--- config.mk ---
export PLATFORM = sky130hd
export DESIGN_NAME = ibex_fetch_aligner_flat
export DESIGN_NICKNAME = d
export VERILOG_FILES = /design/src/rtl/ibex_pkg.sv /design/src/rtl/ibex_fetch_aligner_if.sv /design/src/rtl/ibex_compressed_decoder.sv /design/src/rtl/ibex_fetch_aligner.sv /design/src/flat_wrapper.sv
export SDC_FILE = /design/constraint.sdc
export NUM_CORES = 1
export LEC_CHECK = 0
export BUFFER_PORTS_ARGS = -buffer_cell sky130_fd_sc_hd__buf_2
export CAP_MARGIN = 25
export CORE_MARGIN = 5
export CORE_UTILIZATION = 58
export DETAILED_ROUTE_END_ITERATION = 10
export PLACE_DENSITY = 0.89
export SYNTH_ARGS = -nofsm -noshare
export SYNTH_HDL_FRONTEND = slang
export SYNTH_SLANG_ARGS = --single-unit
--- constraint.sdc ---
create_clock -name clk_i -period 4.94 [get_ports clk_i]
set_input_delay 0.741 -clock clk_i [delete_from_list [all_inputs] [get_ports clk_i]]
set_output_delay 0.741 -clock clk_i [all_outputs]
set_load 0.01 [all_outputs]
--- src/rtl/ibex_pkg.sv ---
// Shared definitions for the fetch aligner slice.
//   fetch_align_state_e : aligner FSM states (ALIGNED, UNALIGNED, HALF)
//   BOOT_ADDR           : PC after reset, before any redirect
//   OPCODE_*            : RV32 major opcodes used by the compressed expander
//   isCompressed()      : true when the two low instruction bits mark a 16-bit encoding
package ibex_pkg;

    typedef enum logic [1:0] {
        ALIGNED   = 2'd0,
        UNALIGNED = 2'd1,
        HALF      = 2'd2
    } fetch_align_state_e;

    localparam logic [31:0] BOOT_ADDR = 32'h0000_0080;

    localparam logic [6:0] OPCODE_LOAD   = 7'h03;
    localparam logic [6:0] OPCODE_OP_IMM = 7'h13;
    localparam logic [6:0] OPCODE_STORE  = 7'h23;
    localparam logic [6:0] OPCODE_OP     = 7'h33;
    localparam logic [6:0] OPCODE_LUI    = 7'h37;
    localparam logic [6:0] OPCODE_BRANCH = 7'h63;
    localparam logic [6:0] OPCODE_JALR   = 7'h67;
    localparam logic [6:0] OPCODE_JAL    = 7'h6f;

    function automatic logic isCompressed(input logic [1:0] lsb);
        return lsb != 2'b11;
    endfunction

endpackage

--- src/rtl/ibex_fetch_aligner_if.sv ---
// Bus bundle between the prefetch buffer, the fetch aligner and the ID stage.
//   fetch_valid/fetch_ready/fetch_rdata/fetch_err : word-aligned fetch words in
//   out_valid/out_ready/out_instr/out_addr/out_is_compressed/out_illegal_c/out_err
//                                                 : one-entry instruction slot out
// Modports: slave = the aligner, master = the environment around it.
interface ibex_fetch_aligner_if;

    logic        fetch_valid;
    logic        fetch_ready;
    logic [31:0] fetch_rdata;
    logic        fetch_err;

    logic        out_valid;
    logic        out_ready;
    logic [31:0] out_instr;
    logic [31:0] out_addr;
    logic        out_is_compressed;
    logic        out_illegal_c;
    logic        out_err;

    modport slave (
        input  fetch_valid, fetch_rdata, fetch_err, out_ready,
        output fetch_ready, out_valid, out_instr, out_addr,
               out_is_compressed, out_illegal_c, out_err
    );

    modport master (
        output fetch_valid, fetch_rdata, fetch_err, out_ready,
        input  fetch_ready, out_valid, out_instr, out_addr,
               out_is_compressed, out_illegal_c, out_err
    );

endinterface

--- src/rtl/ibex_compressed_decoder.sv ---
// RV32C expander fed with the aligner's selected 32-bit candidate word.
//   instr_i   : candidate word (compressed when instr_i[1:0] != 2'b11)
//   instr_o   : 32-bit equivalent, or the word unchanged for 32-bit encodings
//   illegal_o : compressed encoding is reserved/illegal
// Build option IBEX_FETCH_ALIGNER_CDEC_EN: when defined, compressed instructions
// are expanded; otherwise they pass as the raw halfword zero-extended and
// illegal_o stays 0.
module ibex_compressed_decoder
    import ibex_pkg::*;
(
    input  logic [31:0] instr_i,
    output logic [31:0] instr_o,
    output logic        illegal_o
);

    // Purely combinational expansion, 32-bit encodings fall through untouched
    always_comb begin
        instr_o   = instr_i;
        illegal_o = 1'b0;
`ifdef IBEX_FETCH_ALIGNER_CDEC_EN
        case (instr_i[1:0])
            2'b00: begin
                case (instr_i[15:13])
                    3'b000: begin
                        // c.addi4spn, an all-zero immediate is reserved
                        instr_o = {2'b00, instr_i[10:7], instr_i[12:11], instr_i[5], instr_i[6], 2'b00,
                                   5'd2, 3'b000, 2'b01, instr_i[4:2], OPCODE_OP_IMM};
                        illegal_o = (instr_i[12:5] == 8'h00);
                    end
                    3'b010: instr_o = {5'b0, instr_i[5], instr_i[12:10], instr_i[6], 2'b00, 2'b01,
                                       instr_i[9:7], 3'b010, 2'b01, instr_i[4:2], OPCODE_LOAD};
                    3'b110: instr_o = {5'b0, instr_i[5], instr_i[12], 2'b01, instr_i[4:2], 2'b01,
                                       instr_i[9:7], 3'b010, instr_i[11:10], instr_i[6], 2'b00, OPCODE_STORE};
                    default: illegal_o = 1'b1;
                endcase
            end
            2'b01: begin
                case (instr_i[15:13])
                    3'b000: instr_o = {{6{instr_i[12]}}, instr_i[12], instr_i[6:2], instr_i[11:7], 3'b000,
                                       instr_i[11:7], OPCODE_OP_IMM};
                    3'b001, 3'b101: begin
                        // c.jal links to x1, c.j to x0; bit 15 tells them apart
                        instr_o = {instr_i[12], instr_i[8], instr_i[10:9], instr_i[6], instr_i[7], instr_i[2],
                                   instr_i[11], instr_i[5:3], {9{instr_i[12]}}, 4'b0, ~instr_i[15], OPCODE_JAL};
                    end
                    3'b010: instr_o = {{6{instr_i[12]}}, instr_i[12], instr_i[6:2], 5'b0, 3'b000,
                                       instr_i[11:7], OPCODE_OP_IMM};
                    3'b011: begin
                        // rd == x2 selects c.addi16sp, anything else is c.lui
                        if (instr_i[11:7] == 5'd2) begin
                            instr_o = {{3{instr_i[12]}}, instr_i[4:3], instr_i[5], instr_i[2], instr_i[6], 4'b0,
                                       5'd2, 3'b000, 5'd2, OPCODE_OP_IMM};
                        end else begin
                            instr_o = {{15{instr_i[12]}}, instr_i[6:2], instr_i[11:7], OPCODE_LUI};
                        end
                        illegal_o = ({instr_i[12], instr_i[6:2]} == 6'b0);
                    end
                    3'b100: begin
                        case (instr_i[11:10])
                            2'b00, 2'b01: begin
                                instr_o = {1'b0, instr_i[10], 5'b0, instr_i[6:2], 2'b01, instr_i[9:7], 3'b101,
                                           2'b01, instr_i[9:7], OPCODE_OP_IMM};
                                illegal_o = instr_i[12];
                            end
                            2'b10: instr_o = {{6{instr_i[12]}}, instr_i[12], instr_i[6:2], 2'b01, instr_i[9:7],
                                              3'b111, 2'b01, instr_i[9:7], OPCODE_OP_IMM};
                            default: begin
                                // c.sub/c.xor/c.or/c.and; funct3 follows from bits 6:5
                                instr_o = {1'b0, (instr_i[6:5] == 2'b00), 5'b0, 2'b01, instr_i[4:2], 2'b01,
                                           instr_i[9:7], 3'b000, 2'b01, instr_i[9:7], OPCODE_OP};
                                case (instr_i[6:5])
                                    2'b01:   instr_o[14:12] = 3'b100;
                                    2'b10:   instr_o[14:12] = 3'b110;
                                    2'b11:   instr_o[14:12] = 3'b111;
                                    default: instr_o[14:12] = 3'b000;
                                endcase
                                illegal_o = instr_i[12];
                            end
                        endcase
                    end
                    default: instr_o = {{4{instr_i[12]}}, instr_i[6:5], instr_i[2], 5'b0, 2'b01, instr_i[9:7],
                                        2'b00, instr_i[13], instr_i[11:10], instr_i[4:3], instr_i[12], OPCODE_BRANCH};
                endcase
            end
            2'b10: begin
                case (instr_i[15:13])
                    3'b000: begin
                        instr_o = {7'b0, instr_i[6:2], instr_i[11:7], 3'b001, instr_i[11:7], OPCODE_OP_IMM};
                        illegal_o = instr_i[12];
                    end
                    3'b010: begin
                        instr_o = {4'b0, instr_i[3:2], instr_i[12], instr_i[6:4], 2'b00, 5'd2, 3'b010,
                                   instr_i[11:7], OPCODE_LOAD};
                        illegal_o = (instr_i[11:7] == 5'd0);
                    end
                    3'b100: begin
                        // c.jr / c.mv / c.ebreak / c.jalr / c.add share this slot
                        if (instr_i[6:2] != 5'd0) begin
                            instr_o = {7'b0, instr_i[6:2], (instr_i[12] ? instr_i[11:7] : 5'd0), 3'b000,
                                       instr_i[11:7], OPCODE_OP};
                        end else if (instr_i[12] && instr_i[11:7] == 5'd0) begin
                            instr_o = 32'h0010_0073;
                        end else begin
                            instr_o = {12'b0, instr_i[11:7], 3'b000, 4'b0, instr_i[12], OPCODE_JALR};
                            illegal_o = !instr_i[12] && (instr_i[11:7] == 5'd0);
                        end
                    end
                    3'b110: instr_o = {4'b0, instr_i[8:7], instr_i[12], instr_i[6:2], 5'd2, 3'b010,
                                       instr_i[11:9], 2'b00, OPCODE_STORE};
                    default: illegal_o = 1'b1;
                endcase
            end
            default: ;
        endcase
`else
        if (isCompressed(instr_i[1:0])) begin
            instr_o = {16'h0000, instr_i[15:0]};
        end
`endif
    end

endmodule

--- src/rtl/ibex_fetch_aligner.sv ---
// Instruction-stream aligner between the prefetch buffer and ID. Splits word-aligned
// fetch words into 16/32-bit instructions (including words-straddling ones), tracks
// the PC and registers each instruction into a one-entry output slot.
//   clk_i, rst_ni           : clock, asynchronous active-low reset
//   branch_i, branch_addr_i : redirect pulse and target (bit 0 ignored)
//   bus (slave)             : fetch word input and instruction slot output
// Build option IBEX_FETCH_ALIGNER_CDEC_EN enables compressed-instruction expansion
// inside ibex_compressed_decoder.
module ibex_fetch_aligner
    import ibex_pkg::*;
(
    input  logic                        clk_i,
    input  logic                        rst_ni,
    input  logic                        branch_i,
    input  logic [31:0]                 branch_addr_i,
    ibex_fetch_aligner_if.slave         bus
);

    fetch_align_state_e state_q, state_d;
    logic [31:0] pc_q, pc_d;
    logic [15:0] hold_q, hold_d;
    logic        hold_err_q, hold_err_d;

    logic        out_valid_q;
    logic [31:0] out_instr_q, out_addr_q;
    logic        out_is_c_q, out_ill_q, out_err_q;

    logic        slotFree, fetchAccept, emit, candErr, candCompressed;
    logic [31:0] candWord, decInstr;
    logic        decIllegal;

    // A fetch word is only taken when there is somewhere to put its first instruction;
    // a compressed hold needs no new word, so HALF stalls the fetch side then.
    assign slotFree        = !out_valid_q || bus.out_ready;
    assign bus.fetch_ready = !branch_i && slotFree && (state_q != HALF || !isCompressed(hold_q[1:0]));
    assign fetchAccept     = bus.fetch_valid && bus.fetch_ready;

    ibex_compressed_decoder u_cdec (
        .instr_i   (candWord),
        .instr_o   (decInstr),
        .illegal_o (decIllegal)
    );

    // Next-state logic: picks the candidate instruction and advances PC/hold/state
    always_comb begin
        state_d        = state_q;
        pc_d           = pc_q;
        hold_d         = hold_q;
        hold_err_d     = hold_err_q;
        emit           = 1'b0;
        candWord       = bus.fetch_rdata;
        candErr        = bus.fetch_err;
        candCompressed = 1'b0;
        if (branch_i) begin
            state_d    = branch_addr_i[1] ? UNALIGNED : ALIGNED;
            pc_d       = branch_addr_i & 32'hFFFF_FFFE;
            hold_d     = '0;
            hold_err_d = 1'b0;
        end else begin
            case (state_q)
                ALIGNED: begin
                    if (fetchAccept) begin
                        emit = 1'b1;
                        if (isCompressed(bus.fetch_rdata[1:0])) begin
                            candCompressed = 1'b1;
                            pc_d           = pc_q + 32'd2;
                            hold_d         = bus.fetch_rdata[31:16];
                            hold_err_d     = bus.fetch_err;
                            state_d        = HALF;
                        end else begin
                            pc_d = pc_q + 32'd4;
                        end
                    end
                end
                UNALIGNED: begin
                    if (fetchAccept) begin
                        hold_d     = bus.fetch_rdata[31:16];
                        hold_err_d = bus.fetch_err;
                        state_d    = HALF;
                    end
                end
                HALF: begin
                    if (isCompressed(hold_q[1:0])) begin
                        if (slotFree) begin
                            emit           = 1'b1;
                            candWord       = {16'h0000, hold_q};
                            candErr        = hold_err_q;
                            candCompressed = 1'b1;
                            pc_d           = pc_q + 32'd2;
                            state_d        = ALIGNED;
                        end
                    end else if (fetchAccept) begin
                        // Straddling 32-bit instruction: upper half comes from the new word
                        emit       = 1'b1;
                        candWord   = {bus.fetch_rdata[15:0], hold_q};
                        candErr    = hold_err_q | bus.fetch_err;
                        pc_d       = pc_q + 32'd4;
                        hold_d     = bus.fetch_rdata[31:16];
                        hold_err_d = bus.fetch_err;
                    end
                end
                default: state_d = ALIGNED;
            endcase
        end
    end

    // Alignment state, PC and hold register
    always_ff @(posedge clk_i or negedge rst_ni) begin
        if (!rst_ni) begin
            state_q    <= ALIGNED;
            pc_q       <= BOOT_ADDR;
            hold_q     <= '0;
            hold_err_q <= 1'b0;
        end else begin
            state_q    <= state_d;
            pc_q       <= pc_d;
            hold_q     <= hold_d;
            hold_err_q <= hold_err_d;
        end
    end

    // Output slot: loads on emission, empties on acceptance, flushed by redirect
    always_ff @(posedge clk_i or negedge rst_ni) begin
        if (!rst_ni) begin
            out_valid_q <= 1'b0;
            out_instr_q <= '0;
            out_addr_q  <= '0;
            out_is_c_q  <= 1'b0;
            out_ill_q   <= 1'b0;
            out_err_q   <= 1'b0;
        end else if (branch_i) begin
            out_valid_q <= 1'b0;
        end else if (emit) begin
            out_valid_q <= 1'b1;
            out_instr_q <= decInstr;
            out_addr_q  <= pc_q;
            out_is_c_q  <= candCompressed;
            out_ill_q   <= candCompressed & decIllegal;
            out_err_q   <= candErr;
        end else if (bus.out_ready) begin
            out_valid_q <= 1'b0;
        end
    end

    assign bus.out_valid         = out_valid_q;
    assign bus.out_instr         = out_instr_q;
    assign bus.out_addr          = out_addr_q;
    assign bus.out_is_compressed = out_is_c_q;
    assign bus.out_illegal_c     = out_ill_q;
    assign bus.out_err           = out_err_q;

endmodule

--- src/flat_wrapper.sv ---
// flat-port wrapper written by rule: the top's interface ports become plain ports
module ibex_fetch_aligner_flat import ibex_pkg::*;
  (clk_i, rst_ni, branch_i, branch_addr_i, bus_fetch_valid, bus_fetch_rdata, bus_fetch_err, bus_out_ready, bus_fetch_ready, bus_out_valid, bus_out_instr, bus_out_addr, bus_out_is_compressed, bus_out_illegal_c, bus_out_err);
  ibex_fetch_aligner_if bus_i ();
  input  logic clk_i;
  input  logic rst_ni;
  input  logic branch_i;
  input  logic [31:0] branch_addr_i;
  input wire logic [$bits(bus_i.fetch_valid)-1:0] bus_fetch_valid;
  input wire logic [$bits(bus_i.fetch_rdata)-1:0] bus_fetch_rdata;
  input wire logic [$bits(bus_i.fetch_err)-1:0] bus_fetch_err;
  input wire logic [$bits(bus_i.out_ready)-1:0] bus_out_ready;
  output wire logic [$bits(bus_i.fetch_ready)-1:0] bus_fetch_ready;
  output wire logic [$bits(bus_i.out_valid)-1:0] bus_out_valid;
  output wire logic [$bits(bus_i.out_instr)-1:0] bus_out_instr;
  output wire logic [$bits(bus_i.out_addr)-1:0] bus_out_addr;
  output wire logic [$bits(bus_i.out_is_compressed)-1:0] bus_out_is_compressed;
  output wire logic [$bits(bus_i.out_illegal_c)-1:0] bus_out_illegal_c;
  output wire logic [$bits(bus_i.out_err)-1:0] bus_out_err;
  assign bus_i.fetch_valid = bus_fetch_valid;
  assign bus_i.fetch_rdata = bus_fetch_rdata;
  assign bus_i.fetch_err = bus_fetch_err;
  assign bus_i.out_ready = bus_out_ready;
  assign bus_fetch_ready = bus_i.fetch_ready;
  assign bus_out_valid = bus_i.out_valid;
  assign bus_out_instr = bus_i.out_instr;
  assign bus_out_addr = bus_i.out_addr;
  assign bus_out_is_compressed = bus_i.out_is_compressed;
  assign bus_out_illegal_c = bus_i.out_illegal_c;
  assign bus_out_err = bus_i.out_err;
  ibex_fetch_aligner u_core (.clk_i(clk_i), .rst_ni(rst_ni), .branch_i(branch_i), .branch_addr_i(branch_addr_i), .bus(bus_i));
endmodule
==> Word-level counts from Yosys, hierarchy flattened <==
Cells that the tools add are included.
Widths: inputs -> output; s select.
{ "word_totals": {"word_cells": 92, "register_bits": 118, "out_inout_bits": 69} }
{ "op_classes": {"addsub": 2, "eq_ne": 14, "bitwise_logic": 2, "n_reduce_logical": 16, "n_mux": 49} }
{ "op_table": {"columns": ["operator", "count"], "rows": [
  ["$mux 32", 12],
  ["$mux 16", 5],
  ["$pmux 32 s2", 1],
  ["$pmux 16 s3", 1],
  ["$add 32x2->32 const B", 1],
  ["$add 32x3->32 const B", 1],
  ["$mux 1", 20],
  ["$ne 3x2->1 const B", 5],
  ["$mux 2", 6],
  ["$ne 2x2->1 const B", 4],
  ["$reduce_and 4->1", 2],
  ["$pmux 2 s3", 1],
  ["$reduce_bool 3->1", 2],
  ["$reduce_and 5->1", 1],
  ["$ne 4x2->1 const B", 1],
  ["$ne 4x3->1 const B", 1],
  ["$pmux 1 s2", 2],
  ["$reduce_bool 4->1", 1],
  ["$logic_and 1x1->1", 3],
  ["$logic_not 1->1", 3],
  ["$ne 3x3->1 const B", 1],
  ["$pmux 1 s3", 1],
  ["$eq 2x1->1 const B", 1],
  ["$eq 2x2->1 const B", 1],
  ["other kinds (5)", 6]
]} }

==> Longest topological paths before layout <==
Gate-level depths: netlist (run 1).
{ "depth": {"depth_word": 11, "mapped_depth": 10, "depth_no_buf": 7} }

==> By module <==
From an unflattened synthesis (run 1), not the netlist that was laid out.
{ "hier_totals": {"cells_unflattened": 573, "hier_area_um2": 6169.7} }
{ "by_module_without_submodules": {"columns": ["mod", "seq_area_each_um2", "area_each_um2", "cells_each", "n_inst"], "rows": [
  ["ibex_fetch_aligner", 2929.1, 5911.9, 537, 1],
  ["ibex_compressed_decoder", 0.0, 257.7, 36, 1]
]} }

==> Worst setup path before layout (run 1) <==
No wires, ideal clock.
{ "synth_timing": {"path_type": "register to register", "from": "reg u_core.state_q[0]", "to": "reg u_core.pc_q[24]", "period_less_slack_ps": 2689, "t_arrival_ps": 2607, "slack_ps": 2251, "stages_incl_launch_ff": 10, "cell_sequence": "dfrtp_1 inv_1 ha_1 buf_2 a21boi_1 a2111o_1 or4_4 buf_2 or3_1 a31oi_1"} }
{ "synth_via": {"elab_chain_len": 6} }
{ "synth_lines": {"columns": ["item", "line", "text"], "rows": [
  ["start, declared", "ibex_fetch_aligner.sv:19", "fetch_align_state_e state_q, state_d;"],
  ["start signal, assigned", "ibex_fetch_aligner.sv:115", "state_q <= state_d;"],
  ["$ne 2x2->1", "ibex_fetch_aligner.sv:35", "assign bus.fetch_ready = !branch_i && slotFree && (state_q != HALF || !isCompressed(hold_q[1:0]));"],
  ["$logic_or 1x1->1", "ibex_fetch_aligner.sv:35", null],
  ["$logic_and 1x1->1", "ibex_fetch_aligner.sv:35", null],
  ["$logic_and 1x1->1", "ibex_fetch_aligner.sv:36", "assign fetchAccept = bus.fetch_valid && bus.fetch_ready;"],
  ["$ne 4x2->1 (no source line) / $ne 3x2->1 (equally long branches)", null, null],
  ["$reduce_and 4->1 (no source line)", null, null],
  ["end signal, assigned", "ibex_fetch_aligner.sv:116", "pc_q <= pc_d;"],
  ["end, declared", "ibex_fetch_aligner.sv:20", "logic [31:0] pc_q, pc_d;"]
]} }
Parallel ways exist; a longest one is shown, timed or not.
A chain may end at the register's enable or synchronous reset.

==> Worst setup path in the final report (run 1) <==
{ "layout_timing": {"from": "reg u_core.state_q[0]", "to": "reg u_core.pc_q[26]"} }
The elaborated chain is that of the path after synthesis.

==> results of run 1 <==
==> power groups by stage <==
stage	registers, mW	logic [mW]	clock network, mW
after detailed placement	1.38	0.917	0
after global placement	1.36	0.877	0
after global routing	1.40	1.02	1.34
after floorplan	1.46	0.428	0
final	1.37	0.921	1.27
after CTS	1.37	0.925	1.29
==> synth_stat cells, drive strengths merged (3+ instances only) <==
cell / count / area share, %
nand2: 117 / 7.7
dfrtp: 115 / 51
o21ai: 61 / 5.4
clkbuf: 33 / 2.2
mux2i: 33 / 5.8
mux2: 30 / 5.9
nand4: 23 / 2.5
nor2: 15 / 0.99
xnor2: 15 / 2.3
a31oi: 11 / 1.2
nand3: 11 / 0.97
nor3: 9 / 0.79
a2111oi: 8 / 1.2
and3: 7 / 0.77
buf: 7 / 0.66
a21oi: 6 / 0.53
inv: 6 / 0.40
nor2b: 6 / 0.66
or3: 6 / 0.66
ha: 5 / 1.1
nor4: 5 / 0.55
or4: 5 / 0.72
nand2b: 4 / 0.44
o31ai: 4 / 0.53
a211oi: 3 / 0.40
o21a: 3 / 0.40
o22ai: 3 / 0.33
==> state kept, by name (all words and copies together) (netlist names) <==
signal and flops:
u_core.bus.out_instr 32, u_core.bus.out_addr 31, u_core.hold_err_q 1, u_core.bus.out_is_compressed 1, u_core.pc_q 31, u_core.hold_q 16
u_core.state_q 2, u_core.bus.out_valid 1, u_core.bus.out_err 1
==> cell usage in the layout (no fill, tap or decap), drive strengths merged, types with 2 or more instances in the layout <==
cell	count
buf	145
nand2	117
dfrtp	115
o21ai	61
mux2i	33
mux2	30
nand4	23
clkbuf	20
xnor2	15
nor2	15
nand3	11
a31oi	11
nor3	9
a2111oi	8
and3	7
clkinv	7
a21oi	6
or3	6
nor2b	6
inv	6
nor4	5
ha	5
or4	5
nand2b	4
o31ai	4
bufinv	4
o22ai	3
a211oi	3
o21a	3
a22oi	2
a221o	2
and3b	2
and4	2
xor2	2
conb	2
clkinvlp	2
==> per-stage QoR <==
step / hold WS, ns / setup WS [ns] / instance area (um2)
floorplan: 0.4386 / 2.251 / 5700
global placement: 0.4492 / 1.730 / 6444
detailed placement: 0.4561 / 1.641 / 6459
CTS: 0.4139 / 1.641 / 7074
global route: 0.2048 / 1.492 / 7142
finish: 0.1855 / 1.606 / 7142
==> area by class of cell <==
type | instances | area [um2] | share of cell area (%)
Clock buffer | 20 | 435.4 | 6.097
Timing Repair Buffer | 146 | 813.3 | 11.39
Multi-Input combinational cell | 417 | 2616 | 36.63
Tap cell | 133 | 166.4 | 2.330
Clock inverter | 12 | 180.2 | 2.523
Inverter | 7 | 26.28 | 0.3679
Sequential cell | 116 | 2904 | 40.66
==> path summary, 6_finish.rpt <==
check / end / start / cells past startpoint / slack, ns
worst min-delay path: u_core.bus.out_instr[19] / rst_ni / 1 / 0.19
worst max-delay path: u_core.pc_q[26] / u_core.state_q[0] / 7 / 1.61
worst min register to register: u_core.hold_q[11] / u_core.hold_q[11] / 2 / 0.47
max in group asynchronous: u_core.pc_q[31] / rst_ni / 2 / 3.95
worst max register to register: u_core.pc_q[26] / u_core.state_q[0] / 7 / 1.61
min in group clk_i: u_core.pc_q[10] / branch_addr_i[10] / 3 / 0.43
==> layer usage <==
metal	vias up	part of all wire, %	routed length, um	global-route usage, %
met5	-	0	0	0
met4	0	1.9	289	9.919
li1	2342	-	-	-
met2	256	51	7877	45.04
met3	30	8.4	1293	6.394
met1	2443	38	5912	32.53
==> cell families after synthesis <==
| kind of cell | after synthesis |
|---|---|
| multiplexers | 63 |
| XOR/XNOR | 17 |
| adder cells (fa/ha/maj) | 5 |
| buffers and inverters | 47 |
| AND/OR/NAND/NOR | 216 |
| AO/OA/AOI/OAI | 114 |
| other | 1 |
| flip-flops | 116 |
==> results by group, run 1 <==
GRT
  • First-pass GRT wire length: 24,690 um
  • Grt ovf: 0
  • Vias in the first global route: slightly above 5,000
  • Initial antenna violation count: 0
  • Largest net degree at the start of global routing: 86
  • GRT Overall Usage: 26.43%

Timing
  • Setup TNS: 0 ns
  • Slew @ Worst Pin: 0.9034 ns
  • Final Cycle Share: 67.49%
  • Final Max Slew Viols: 0
  • Layout Skew: 0.006046 ns
  • Highest clock rate: 300.0 MHz
  • Setup violators final: 0
  • Unrepaired setup endpoints after global routing: no
  • Final Hold Viols: 0
  • Fin crit period: 3.334 ns
  • Max-slew headroom: 38.22%

Floorplan
  • Core area: 9684 um2
  • I/O pins: 139
  • Die area: 11,900 um2
  • Die width: 109.1 um
  • Die height: 109.1 um
  • Initial Util: 58.82%
  • Cell Rows: 36

Logic synthesis
  • #FFs+latches synth: 116
  • Post-Synth XOR/XNOR Area: 2.614%
  • Synth cell types: 54
  • Synth warnings: 0
  • Largest family of logic cells by synthesized area: simple AND/OR/NAND/NOR gates
  • Syn Inst Count: 579
  • Simple-gate area share of the yosys netlist: approximately 18%
  • Post-synth ARST share: 100.0%
  • Top FF cell, synth: dfrtp_1
  • Mean Syn Cell Area: 9.839 um2
  • Post-synthesis sequential area ratio: between 50% and 60%
  • Mux cell area share after synthesis: 11.73%
  • Number of flops mapped to enable cells by yosys: 0
  • Synth Cell Area: 5697 um2
  • Synth Area in Compound Gates: 12.28%
  • Adder-Cell Fraction of Synth Area: 1.098%

Final layout
  • Post-Layout Cell Count: 851
  • Layout area overhead: 25.37%
  • Share of layout cells above drive strength 1: 29.39%
  • Inserted Diodes: 0
  • Post-Route Utilization: 73.75%
  • Final nets: 780
  • # fillers: between 600 and 700

Hold path
  • Worst hold path type: in2async

Setup path
  • Data required, critical path: 5.38 ns
  • Critical path cell sequence: inv_1 > ha_1 > a21boi_1 > a2111o_1 > or4_4 > or4_1 > a31oi_1
  • Crit path buf inv count: 1
  • Crit Path Max Fanout: 26
  • Worst EP arrival: roughly 3.8 ns
  • Slowest cell on crit path: a2111o_1
  • Max stage delay on crit path: 0.79 ns
  • Critical Path Source Type: flop
  • Setup CP Type: reg2reg
  • Critical path capture point type: flop
  • Crit path max-delay family: simple AND/OR/NAND/NOR gates

Detailed routing
  • Total Routed Length: ~15,000 um
  • Drc violations: 0
  • 1st-iter DRT viols: 401
  • Average routed wire per standard cell: approximately 18 um
  • Vias per cell: 5.959
  • Initial DRT Pass Iterations: 6
  • Vias post-DR: about 5,100
  • Final ANT Viol Nets: 0

Clocking
  • Post-cts sizing count: 0
  • Hold buffers post-CTS: 0
  • H-tree depth: 4
  • Clock-pin slew on the worst setup and hold paths: 0.06 ns
  • Clock tree buffer depth: 2
  • CTS root buffer: clkbuf_8
  • Worst skew pair latency: 0.52 ns
  • Total CTS buffers: 17
  • Post-CTS Setup Inserts: 0
  • TritonCTS clock tree: done
  • Clk sinks: approximately 120

Power and ir drop
  • Pwr Total: 3.565 mW
  • Pwr Density: 499.2 nW/um2
  • Leakage power: 3.376 nW
  • Switching Share: a little under a third
  • Int Pwr: 2.444 mW
  • Peak supply drop: 0.3079 mV
  • Switching power total: 1.122 mW
  • Comb pwr share: 25.8%
  • Clk pwr share: 35.7%
  • Flop pwr share: 38.5%

Placed design
  • HPWL Detailed: 10,430 um
  • GPL Wtd Cong: 0.8840
  • Port bufs: around 140
  • Placed Cells: about 820

Run
  • Max-Cap Viols: 0

Run status
  • Outcome: complete, no violations
Note: power is estimated with default switching activity, not from simulation.
==> inputs of run 2 (changes only) <==
--- a/config.mk
+++ b/config.mk
@@ -5,12 +5,13 @@
 export SDC_FILE = /design/constraint.sdc
 export NUM_CORES = 1
 export LEC_CHECK = 0
+export ABC_AREA = 1
 export BUFFER_PORTS_ARGS = -buffer_cell sky130_fd_sc_hd__buf_2
 export CAP_MARGIN = 25
 export CORE_MARGIN = 5
-export CORE_UTILIZATION = 58
+export CORE_UTILIZATION = 56
 export DETAILED_ROUTE_END_ITERATION = 10
-export PLACE_DENSITY = 0.89
+export PLACE_DENSITY = 0.84
 export SYNTH_ARGS = -nofsm -noshare
 export SYNTH_HDL_FRONTEND = slang
 export SYNTH_SLANG_ARGS = --single-unit
==> constraint.sdc (replaced) <==
create_clock -name clk_i -period 3.31 [get_ports clk_i]
set_input_delay 0.4965 -clock clk_i [delete_from_list [all_inputs] [get_ports clk_i]]
set_output_delay 0.4965 -clock clk_i [all_outputs]
set_load 0.01 [all_outputs]
==> run 2 against run 1 <==
  * Combinational power rose to 3.1 times the previous value
  * Critical path depth grew 4
  * Synthesized cell count grew 65%
  * Power grew 110%
  * Cell count grew 45%
==> results by group, run 2 <==
Detailed routing
  • Final ANT Viol Nets: 0
  • Initial DRT Pass Iterations: 6
  • Average routed wire per standard cell: 15.82 um
  • Vias per cell: between 5 and 6
  • Drc violations: 0
  • Total Routed Length: a little under 20,000 um
  • 1st-iter DRT viols: 789
  • Vias post-DR: 6,839

Clocking
  • Post-CTS Setup Inserts: 0
  • Hold buffers post-CTS: 0
  • Clock-pin slew on the worst setup and hold paths: approximately 0.050 ns
  • H-tree depth: 4
  • Clock tree buffer depth: 2
  • TritonCTS clock tree: done
  • Worst skew pair latency: 0.43 ns
  • Post-cts sizing count: 0
  • CTS root buffer: clkbuf_16
  • Total CTS buffers: 17
  • Clk sinks: 116

Final layout
  • Layout area overhead: 20.07%
  • Share of layout cells above drive strength 1: between 10% and 20%
  • Post-Route Utilization: 69.37%
  • # fillers: between 900 and 1,000
  • Final nets: 1,153
  • Most frequent cells in the layout: nand2_1, buf_2, dfrtp_1, inv_1, nor2_1
  • Max FFs per register: 32
  • Most common cell after layout, fill and taps aside: nand2_1
  • Post-Layout Cell Count: ~1,200
  • Inserted Diodes: 0

Floorplan
  • Die height: 119.2 um
  • Core area: roughly 12,000 um2
  • Cell Rows: 39
  • Die width: ~120 um
  • Die area: between 10,000 and 15,000 um2
  • Initial Util: 57.77%
  • I/O pins: 139

Power and ir drop
  • Peak supply drop: ~0.52 mV
  • Pwr Total: roughly 7.4 mW
  • Pwr Density: 926.4 nW/um2
  • Leakage power: around 4.3 nW

GRT
  • Grt ovf: 0
  • Largest net degree at the start of global routing: 65
  • Vias in the first global route: 6,444
  • Initial antenna violation count: 0
  • First-pass GRT wire length: 31,960 um
  • GRT Overall Usage: approximately 28%

Logic synthesis
  • Top FF cell, synth: dfrtp_1
  • Syn Inst Count: 954
  • Synth cell types: 39
  • Largest cells by area after synthesis: dfrtp_1, nand2_1, o21ai_0
  • Post-synth ARST share: 100.0%
  • #FFs+latches synth: roughly 120
  • Number of flops mapped to enable cells by yosys: 0
  • Synth Cell Area: ~6700 um2
  • Post-synth top area share: 43.07%
  • Most frequent cell after synthesis: nand2_1
  • Synth cell count leaders: nand2_1, dfrtp_1, inv_1
  • Post-synthesis sequential area ratio: 43.46%
  • Synth warnings: 0
  • Cell accounting for the most synthesized area: dfrtp_1
  • Mean Syn Cell Area: around 7 um2

Setup path
  • Data required, critical path: 3.65 ns
  • Worst EP arrival: 3.14 ns
  • Critical path capture point type: flop
  • Critical Path Source Type: flop
  • Setup CP Type: reg2reg
  • R2R depth: 11
  • Crit Path Max Fanout: 38
  • Worst reg-to-reg setup slack: 0.52 ns
  • Reg2Reg Capture Point: u_core.bus.out_addr[29]
  • FF-to-FF Start: u_core.state_q[0]

Timing
  • Setup TNS: 0 ns
  • Highest clock rate: 358.1 MHz
  • Final Hold Viols: 0
  • Fin crit period: 2.792 ns
  • Max-slew headroom: 50.44%
  • Slew @ Worst Pin: 0.7433 ns
  • Layout Skew: roughly 0.012 ns
  • Setup violators final: 0
  • Unrepaired setup endpoints after global routing: no
  • Final Max Slew Viols: 0
  • Final Cycle Share: 84.36%
  • Fin worst setup slack: approximately 0.52 ns

Placed design
  • Worst slack at placement: 0.4231 ns
  • Placed Cells: ~1,200
  • Port bufs: between 100 and 150
  • GPL Wtd Cong: 0.9776
  • HPWL Detailed: between 10,000 and 15,000 um

Run
  • Max-Cap Viols: 0

Run status
  • Outcome: complete, no violations

Hold path
  • Worst hold path type: in2async
-- run 2: cell types whose count changed after synthesis, moves of 33 or more --
cell / change
nand2_1: +265
inv_1: +79
nor2_1: +66
nand3_1: +35
o21ai_1: +35
mux2i_1: -33
-- run 2: logic make-up (layout without fill, tap and decap cells) --
kind of cell | count (synthesis) | in the layout | synth area share [%]
other | 1 | 2 | 0.05613
buffers and inverters | 132 | 268 | 8.820
adder cells (fa/ha/maj) | 5 | 5 | 0.9363
AO/OA/AOI/OAI | 141 | 141 | 12.06
flip-flops | 116 | 116 | 43.46
AND/OR/NAND/NOR | 558 | 558 | 34.53
XOR/XNOR | 1 | 1 | 0.1311
-- run 2: power by group --
group / switching [mW] / internal, mW
Combinational: 1.83 / 0.985
Sequential: 0.566 / 2.10
Clock: 0.675 / 1.28
-- run 2: metrics by stage --
step                hold slack (ns)  area (um2)
finish                      0.09325        8023
global route                 0.1504        8023
CTS                          0.1153        8023
detailed placement           0.4532        7397
global placement             0.4495        7397
floorplan                    0.2009        6685
-- run 2: worst max-delay path, stage by stage, from the launching register on --
cell	delay, ns
dfrtp_1	0.40
inv_1	0.09
ha_1	0.37
nand2_4	0.13
inv_2	0.10
nor2_4	0.04
nand3_2	0.27
nand2_4	0.24
inv_2	0.40
buf_4	0.44
nand2_1	0.11
o21ai_1	0.11
-- run 2: layout make-up --
class                   count  area, um2  share of cell area (%)
clock inverters            12      178.9                   2.230
repair buffers            146      773.2                   9.638
well taps                 143      178.9                   2.230
inverters                  90      342.8                   4.273
flip-flops and latches    116       2904                   36.20
multi-input cells         707       3198                   39.86
clock buffers              20      446.7                   5.568
-- run 2: layer usage --
| layer | wire, um | track usage (%) | vias to the layer above |
|---|---|---|---|
| met3 | 1670 | 6.493 | 38 |
| met4 | 322 | 8.689 | 0 |
| met2 | 8929 | 43.13 | 320 |
| met1 | 8601 | 39.39 | 3201 |
| met5 | 0 | 0 | - |
| li1 | - | - | 3280 |
-- run 2: worst max-delay path by stage --
stage | cells after the start | start | slack [ns] | to
5_1_grt | 11 | u_core.state_q[0] | 0.31 | u_core.bus.out_addr[29]
4_1_cts | 11 | u_core.state_q[0] | 0.56 | u_core.bus.out_addr[29]
3_3_place_gp | 9 | branch_i | 0.50 | u_core.bus.out_addr[22]
3_5_place_dp | 9 | branch_i | 0.42 | u_core.bus.out_addr[26]
6_report | 11 | u_core.state_q[0] | 0.52 | u_core.bus.out_addr[29]
2_1_floorplan | 11 | branch_i | 1.52 | u_core.bus.out_addr[18]
